$ cat src/rtl/instr_fetch_if.sv
// instr_fetch_if -- memory read bus between the instruction fetch unit and
// program memory.
//   bus_addr  [26:0]  read address, held stable for the whole read
//   bus_start         one-cycle read request
//   bus_done          one-cycle read-complete strobe, bus_q valid with it
//   bus_q     [31:0]  read data
// master: the fetch unit (issues reads); slave: the memory.
interface instr_fetch_if;
    logic [26:0] bus_addr;
    logic        bus_start;
    logic        bus_done;
    logic [31:0] bus_q;

    modport master (output bus_addr, output bus_start,
                    input  bus_done, input  bus_q);
    modport slave  (input  bus_addr, input  bus_start,
                    output bus_done, output bus_q);
endinterface

$ cat src/rtl/instr_fetch.sv
// instr_fetch -- single-outstanding instruction fetch unit.
//   clk               sole clock, rising edge
//   reset             asynchronous, active-high
//   pc_in     [26:0]  fetch address, sampled with fetch_start
//   fetch_start       one-cycle fetch request (honoured only when idle)
//   flush             abort the in-flight fetch / invalidate the cache
//   bus               instr_fetch_if.master memory read port
//   instr     [31:0]  last fetched instruction word
//   fetch_done        one-cycle pulse, instr valid from this cycle
//   busy              a bus read is outstanding
// Optional 16-entry direct-mapped cache: define INSTR_FETCH_CACHE_EN.
//
// state | meaning
// ------+----------------------------------------------------------
// IDLE  | no read outstanding, accepting fetch_start
// REQ   | bus_start driven for one cycle with the latched address
// WAIT  | read outstanding, waiting for bus_done
// DRAIN | read aborted by flush, waiting for bus_done to retire it
module instr_fetch (
    input  logic        clk,
    input  logic        reset,
    input  logic [26:0] pc_in,
    input  logic        fetch_start,
    input  logic        flush,
    instr_fetch_if.master bus,
    output logic [31:0] instr,
    output logic        fetch_done,
    output logic        busy
);
    typedef enum logic [1:0] {IDLE, REQ, WAIT, DRAIN} state_t;

    state_t      state, state_next;
    logic [26:0] addr_q;
    logic [31:0] instr_q;
    logic        done_q;
    logic        start_miss;
    logic        start_hit;
    logic        complete;
    logic        bus_start_c;
    logic        hit;
    logic [31:0] hit_data;

`ifdef INSTR_FETCH_CACHE_EN
    logic [15:0] valid_q;
    logic [22:0] tag_mem  [16];
    logic [31:0] data_mem [16];
    logic        fill;

    // The ROM/IO region at and above 27'hC00000 is never cached.
    assign hit      = (pc_in < 27'hC00000) && valid_q[pc_in[3:0]]
                      && (tag_mem[pc_in[3:0]] == pc_in[26:4]);
    assign hit_data = data_mem[pc_in[3:0]];
    assign fill     = complete && (addr_q < 27'hC00000);

    always_ff @(posedge clk or posedge reset) begin
        if (reset)
            valid_q <= '0;
        else if (flush)
            valid_q <= '0;
        else if (fill)
            valid_q[addr_q[3:0]] <= 1'b1;
    end

    // Tag/data storage needs no reset: valid bits gate every use.
    always_ff @(posedge clk) begin
        if (fill) begin
            tag_mem[addr_q[3:0]]  <= addr_q[26:4];
            data_mem[addr_q[3:0]] <= bus.bus_q;
        end
    end
`else
    assign hit      = 1'b0;
    assign hit_data = '0;
`endif

    always_ff @(posedge clk or posedge reset) begin
        if (reset)
            state <= IDLE;
        else
            state <= state_next;
    end

    always_comb begin
        state_next  = state;
        start_miss  = 1'b0;
        start_hit   = 1'b0;
        complete    = 1'b0;
        bus_start_c = 1'b0;
        case (state)
            IDLE: begin
                // flush wins over a simultaneous request; the request is dropped
                if (fetch_start && !flush) begin
                    if (hit) begin
                        start_hit = 1'b1;
                    end else begin
                        start_miss = 1'b1;
                        state_next = REQ;
                    end
                end
            end
            REQ: begin
                // bus_start is gated by flush so an aborted request never reaches memory
                if (flush) begin
                    state_next = IDLE;
                end else begin
                    bus_start_c = 1'b1;
                    state_next  = WAIT;
                end
            end
            WAIT: begin
                if (flush)
                    state_next = bus.bus_done ? IDLE : DRAIN;
                else if (bus.bus_done) begin
                    complete   = 1'b1;
                    state_next = IDLE;
                end
            end
            DRAIN: begin
                if (bus.bus_done)
                    state_next = IDLE;
            end
            default: state_next = IDLE;
        endcase
    end

    always_ff @(posedge clk or posedge reset) begin
        if (reset) begin
            addr_q  <= '0;
            instr_q <= '0;
            done_q  <= 1'b0;
        end else begin
            if (start_miss || start_hit)
                addr_q <= pc_in;
            if (complete)
                instr_q <= bus.bus_q;
            else if (start_hit)
                instr_q <= hit_data;
            done_q <= complete || start_hit;
        end
    end

    assign bus.bus_addr  = addr_q;
    assign bus.bus_start = bus_start_c;
    assign instr         = instr_q;
    assign fetch_done    = done_q;
    assign busy          = (state != IDLE);
endmodule
$ cat src/flat_wrapper.sv
// flat-port wrapper written by rule: the top's interface ports become plain ports
module instr_fetch_flat 
  (clk, reset, pc_in, fetch_start, flush, instr, fetch_done, busy, bus_bus_addr, bus_bus_start, bus_bus_done, bus_bus_q);
  instr_fetch_if bus_i ();
  input  logic clk;
  input  logic reset;
  input  logic [26:0] pc_in;
  input  logic fetch_start;
  input  logic flush;
  output logic [31:0] instr;
  output logic fetch_done;
  output logic busy;
  output wire logic [$bits(bus_i.bus_addr)-1:0] bus_bus_addr;
  output wire logic [$bits(bus_i.bus_start)-1:0] bus_bus_start;
  input wire logic [$bits(bus_i.bus_done)-1:0] bus_bus_done;
  input wire logic [$bits(bus_i.bus_q)-1:0] bus_bus_q;
  assign bus_bus_addr = bus_i.bus_addr;
  assign bus_bus_start = bus_i.bus_start;
  assign bus_i.bus_done = bus_bus_done;
  assign bus_i.bus_q = bus_bus_q;
  instr_fetch u_core (.clk(clk), .reset(reset), .pc_in(pc_in), .fetch_start(fetch_start), .flush(flush), .bus(bus_i), .instr(instr), .fetch_done(fetch_done), .busy(busy));
endmodule
$ cat config.mk
export PLATFORM = sky130hd
export DESIGN_NAME = instr_fetch_flat
export DESIGN_NICKNAME = d
export VERILOG_FILES = /design/src/rtl/instr_fetch_if.sv /design/src/rtl/instr_fetch.sv /design/src/flat_wrapper.sv
export SDC_FILE = /design/constraint.sdc
export NUM_CORES = 1
export LEC_CHECK = 0
export CORE_ASPECT_RATIO = 1.75
export CORE_MARGIN = 2
export CORE_UTILIZATION = 36
export CTS_BUF_LIST = sky130_fd_sc_hd__clkbuf_8 sky130_fd_sc_hd__clkbuf_16
export DETAILED_ROUTE_END_ITERATION = 7
export MAX_ROUTING_LAYER = met4
export PLACE_DENSITY_LB_ADDON = 0.3
export SLEW_MARGIN = 20
export SYNTH_ARGS = -nofsm -noshare
export SYNTH_HDL_FRONTEND = slang
export SYNTH_SLANG_ARGS = --single-unit
export TNS_END_PERCENT = 50
$ cat constraint.sdc
create_clock -name clk -period 2.1 [get_ports clk]
set_clock_uncertainty 0.15 [all_clocks]
set_input_delay 0.42 -clock clk [delete_from_list [all_inputs] [get_ports clk]]
set_output_delay 0.42 -clock clk [all_outputs]
set_load 0.01 [all_outputs]
==> flow_metrics.tcl <==
set metrics [dict create \
    outcome "complete, no violations" \
    detail_route.vias_per_cell 4.53 \
    htree_num_levels 3 \
    vdd_ir_drop_max_mv 0.638 \
    cts-root-buf "clkbuf_16" \
    post-route-min-period_ps 1910 \
    number_of_cells_produced_by_synthesis 137 \
    number_of_pins_with_negative_max_slew_slack_in_the_final_report 0 \
    drt_drc_violations_left 0 \
    synth_enable_flop_cells 0 \
    max_freq_mhz 523 \
    dp_hpwl_um 4470 \
    grt_use_total_pct 16.6 \
    largest_net_degree_at_the_start_of_global_routing 36 \
    drt_iter0_markers 55 \
    critical_path.startpoint_type "flip-flop" \
    top_post_synthesis_cells_by_area "dfrtp_1 (60%), mux2_4 (28%), mux2_2 (4.8%), buf_12 (3.9%), buf_6 (0.87%)" \
    hold_ws_ps 353 \
    synth_area_per_cell_um2 18.9 \
    clkSlewWorstSetupHoldPaths_ps 50 \
    routed_wire_length_per_instance_um 16.6 \
    criticalPathCategory "reg -> out" \
    synth_cell_type_count 13 \
    cts.sink_count 62 \
    ff_latch_area_mm2 0.00155 \
    start_util_pct 37.5 \
    gr-usage-met2_pct 28.7 \
    buffer_ports.inserted 125 \
    first_global_vias 1741 \
    setup_violations 0 \
    route.final.wire_length_um 5980 \
    maxCapViolCount 0 \
    area_growth_syn_to_layout_pct 62.3 \
    fin_tns_setup_ps 0 \
    ys_ff_latch 62 \
    die_area_mm2 0.00791 \
    slew_headroom_pct 70.8 \
    die_height_um 116 \
    p_leak_uw 0.00183 \
    critical_path.max_fanout 5 \
    end_kind "primary output" \
    vias 1629 \
    core-area_mm2 0.00691 \
    ys.warnings.count 0 \
    antenna_found_initial 0 \
    ys.flop_type "dfrtp_1" \
    grtUsageMet1_pct 16.0 \
    netlist_area_mm2 0.00259 \
    critical_path_required_ps 1530 \
    yosysMostFrequentCell "dfrtp_1" \
    detailedRoute.firstPassIterationCount 4 \
    drt.antenna.violating_nets 0 \
    worst_slew_pin_slew_ps 439 \
    ios 126 \
    power.density_mw_per_mm2 1300 \
    cts_tree "done" \
    finalCritPeriodShare_pct 91.0 \
    globalRoute.busiestLayer "met2" \
    final_hold_violation_count 0 \
    floorplan.die.width_um 68.1 \
    synth_top_area_share_pct 60.0 \
    layout.nets 337 \
    routabilityCongestion 0.767 \
    tritoncts.num_buffers 9 \
    ys_seq_area_share_pct 60.0 \
    first_pass_grt_wire_length_um 8940 \
    cts.path.max_buffers 2 \
    fp-row-count 40 \
    synth-async-reset-ratio_pct 100 \
    holdCritPathClass "reg -> reg" \
    gr_met3_demand_resource_pct 5.59 \
    cts_hold_repair.buffers 0 \
    netlist_top_cells_count "dfrtp_1 (62), mux2_4 (48), mux2_2 (11)" \
    synth_area_leader_cell "dfrtp_1" \
    fillerInstances 562 \
    clk_latency_ps 320 \
    syn-num-nets 201 \
    n_antenna_cell 0 \
    multi_input_area_um2 918 \
    critPathArrivalTime_ps 1340 \
    post_route_cells_drive_above_1_share_pct 29.7 \
    grt.overflow.total 0 \
    rsz_0062_raised_after_global_routing "false" \
]
[cell type report]
class	instances	area share, %
sequential	62	36.9
timing repair buffer	132	31.6
multi-input combinational	67	21.9
clock buffer	11	6.02
tap	84	2.50
clock inverter	3	0.894
inverter	1	0.179
[state kept, by name, summed over array words and instances, names as in the netlist]
name / flops
u_core.state: 2
u_core.bus.bus_addr: 27
u_core.instr: 32
u_core.fetch_done: 1
[stage by stage]
step | std cells | utilization, % | power (µW) | setup slack [ps] | cell area (µm²)
after detailed placement | 346 | 56.6 | 4100 | -119 | 3910
after CTS | 360 | 60.8 | 5570 | 166 | 4200
after global placement | 346 | 56.6 | 4060 | -101 | 3910
after global routing | 360 | 60.8 | 5760 | 106 | 4200
after floorplan | 137 | - | 2890 | 525 | 2590
final | 360 | 60.8 | 5470 | 189 | 4200
[final timing paths]
path                                               end  cells after the start  slack (ps)             start
worst min register to register        u_core.instr[28]                      1         350  u_core.instr[28]
worst max register to register  u_core.bus.bus_addr[4]                      3         430   u_core.state[0]
max in group asynchronous             u_core.instr[18]                      3        1050             reset
worst min-delay path                  u_core.instr[28]                      1         350  u_core.instr[28]
min in group asynchronous             u_core.instr[13]                      3         400             reset
worst max-delay path                              busy                      2         190   u_core.state[0]
[layout by cell type (no fill, tap or decap), types with 2 or more instances in the layout]
| master | n |
|---|---|
| clkdlybuf4s50_1 | 123 |
| dfrtp_1 | 62 |
| mux2_4 | 48 |
| mux2_2 | 11 |
| clkbuf_16 | 9 |
| buf_4 | 5 |
| nand2b_1 | 2 |
| inv_1 | 2 |
| clkbuf_8 | 2 |
| dlygate4sd2_1 | 2 |
| buf_12 | 2 |
[logic make-up (layout without fill, tap and decap cells)]
| kind of cell | after synthesis | count (layout) | synth area share (%) |
|---|---|---|---|
| flops | 62 | 62 | 60.0 |
| mux | 59 | 59 | 32.6 |
| buf+inv | 8 | 147 | 4.88 |
| simple gates | 7 | 7 | 2.22 |
| compound gates | 1 | 1 | 0.290 |
[critical path, stage by stage, from the launching register on]
cell and delay, ps:
dfrtp_1 430, or2_2 310, dlygate4sd2_1 280
[metal layers]
metal | up-vias | part of all wire [%]
met4 | 0 | 2.1
met3 | 9 | 6.0
met2 | 63 | 57
met5 | - | 0
met1 | 811 | 35
li1 | 746 | -
[power breakdown]
group	total, µW	internal (µW)	switching, µW
logic	2130	1470	659
clock network	1410	957	450
registers	1930	1670	261
[repair_timing]
item / CTS / global route
setup buffers: 0 / 0
endpoints found under the hold margin: 0 / 0
gates resized for setup: 2 / 0
endpoints found under the setup margin: 2 / 0
(Power assumes the default switching activity.)
==> edit, RTL diff (same flow settings) <==
The 4 states of `state_t` get a Gray code encoding in 2 bits.
--- a/src/rtl/instr_fetch.sv
+++ b/src/rtl/instr_fetch.sv
@@ -27,7 +27,7 @@
     output logic        fetch_done,
     output logic        busy
 );
-    typedef enum logic [1:0] {IDLE, REQ, WAIT, DRAIN} state_t;
+    typedef enum logic [1:0] {IDLE = 2'b00, REQ = 2'b01, WAIT = 2'b11, DRAIN = 2'b10} state_t;
 
     state_t      state, state_next;
     logic [26:0] addr_q;
Check against the original RTL: same outputs for any inputs over 10 cycles, from zero or initial values and one cycle with reset high; not proved beyond that.
==> edit against the unedited design <==
- power shrank 18%
- wire length is 13% lower
- sequential cell count is the same
- synthesized area decreased by 9.7%
- first-iteration DRC count is the same
- final area fell by 4.9%
- cell count did not move
- worst setup slack got worse by 0.031 ns
- highest routed layer unchanged
==> edit: results (changes against the unedited design) <==
** Run status
- Status :: finished clean (unchanged)

** Route
- Routed length per placed instance :: 14.42 microns (was 16.61 microns)
- The number of iterations in the first detailed-routing pass was 2 (was 4).
- The detailed route wirelength on metal3 is 382 microns (was 361 microns).
- Detailed route wirelength on metal2 :: 2787 microns (was 3426 microns)
- Wire length on met1 :: 1877 microns (was 2067 microns)

** Global route
- Gr usage total :: 16.32% (was 16.64%)
- The maximum number of pins on one net before global-route repair was 34 (was 36).
- Met2 Use GR :: 26.32% (was 28.67%)
- Vias in the first global route :: 1733 (was 1741)
- The met3 usage in global routing came to 5.906% (was 5.588%).

** Min path
- The kind of path behind the tightest hold check is primary input to async pin (was register to register).

** Yosys
- Most area-consuming cells after synthesis: sky130_fd_sc_hd__dfrtp_1 (66%), sky130_fd_sc_hd__mux2_2 (28%), sky130_fd_sc_hd__nor4b_4 (1.0%), sky130_fd_sc_hd__buf_6 (0.96%), sky130_fd_sc_hd__buf_2 (0.64%) (was sky130_fd_sc_hd__dfrtp_1 (60%), sky130_fd_sc_hd__mux2_4 (28%), sky130_fd_sc_hd__mux2_2 (4.8%), sky130_fd_sc_hd__buf_12 (3.9%), sky130_fd_sc_hd__buf_6 (0.87%)).
- Complex-gate fraction of the synthesized area :: 0.8565% (was 0.2901%)
- Post-synth top cells: sky130_fd_sc_hd__dfrtp_1 (62), sky130_fd_sc_hd__mux2_2 (58), sky130_fd_sc_hd__buf_2 (3), sky130_fd_sc_hd__inv_1 (3), sky130_fd_sc_hd__buf_6 (2) (was sky130_fd_sc_hd__dfrtp_1 (62), sky130_fd_sc_hd__mux2_4 (48), sky130_fd_sc_hd__mux2_2 (11)).
- The per-instance average area after synthesis came to 17.06 sq um (was 18.89 sq um).
- Synth unique cells :: 14 (was 13)
- The sequential-to-total area share from yosys stat was 66.38% (was 59.96%).
- The multiplexer share of the synthesized area was 28.43% (was 32.64%).

** Place
- Total half-perimeter wirelength after legalization and detailed placement :: 3929 microns (was 4470 microns)
- RD Place Congestion :: 0.7199 (was 0.7668)

** Finish
- Final #Nets :: 339 (was 337)
- Filler cell count :: 473 (was 562)
- The fraction of final layout cells with drive strength greater than 1 is 30.36% (was 29.71%).
- Sequential standard cell area :: 1553 sq um (was 1551 sq um)

** STA
- Tightest Pin Transition :: 0.3179 ns (was 0.4387 ns)

** Clock tree
- The clock insertion delay at the later pin of the skew report came to 0.34 ns (was 0.32 ns).
- The clock-pin transition on the worst setup and hold timing paths was 0.07 ns (was 0.05 ns).
- Clk Tree Root Cell :: sky130_fd_sc_hd__clkbuf_8 (was sky130_fd_sc_hd__clkbuf_16)

** Pwr
- Peak supply drop :: 0.0006381 V (was 0.0006380 V)
- Total leakage power :: 1.742 nW (was 1.834 nW)

** Worst setup path
- The worst stage delay on the critical path came to 0.46 ns (was 0.43 ns).
- The origin of the worst setup path is u_core.state[1]$_DFFE_PP0P_ (was u_core.state[0]$_DFFE_PP0P_).
- Crit-path slowest cell :: sky130_fd_sc_hd__dfrtp_2 (was sky130_fd_sc_hd__dfrtp_1)
edit: cell types whose count changed in the layout (fill, tap and decap cells not counted), sizes merged:
| cell | delta |
|---|---|
| inv | +1 |
| nor2 | -1 |
| a21o | +1 |
| clkinv | +1 |
| a21oi | +1 |
| nand2b | -1 |
| clkbuf | +1 |
| nand4b | +1 |
| and4bb | -1 |
| bufinv | +1 |
edit: kinds of logic after synthesis:
kind of cell / count (synthesis)
mux: 59
buf+inv: 8
compound gates: 3
simple gates: 5
flops: 62
edit: what timing repair did:
item                                    in CTS  in global routing
buffers inserted                             0                  0
endpoints found under the setup margin       2                  0
hold endpoints to repair                     0                  0
resized for setup                            4                  0
edit: final timing paths:
kind,endpoint,slack (ns),depth (start not counted)
max in group asynchronous,u_core.state[1]$_DFFE_PP0P_,1.11,3
min reg2reg,u_core.bus.bus_addr[0]$_DFFE_PP0P_,0.34,1
min in group clk,u_core.bus.bus_addr[0]$_DFFE_PP0P_,0.34,1
max,busy,0.16,2
min,u_core.instr[13]$_DFFE_PP0P_,0.26,2
max reg2reg,u_core.bus.bus_addr[16]$_DFFE_PP0P_,0.44,3
edit: power breakdown:
group	switching, mW	total, mW	internal [mW]
registers	0.182	1.76	1.57
clock network	0.439	1.20	0.759
logic	0.506	1.54	1.03
total	1.13	4.49	3.37
edit: worst max-delay path: cells and delay by family (launching register included):
kind / cells / cell delay, ns
flops: 1 / 0.46
simple gates: 1 / 0.30
buf+inv: 1 / 0.28
edit: cell type report:
class,count,area share [%]
clock buffers,12,4.134
multi-input cells,67,18.57
repair buffers,132,33.82
flip-flops and latches,62,38.87
inverters,3,0.3758
clock inverters,4,1.723
well taps,80,2.505
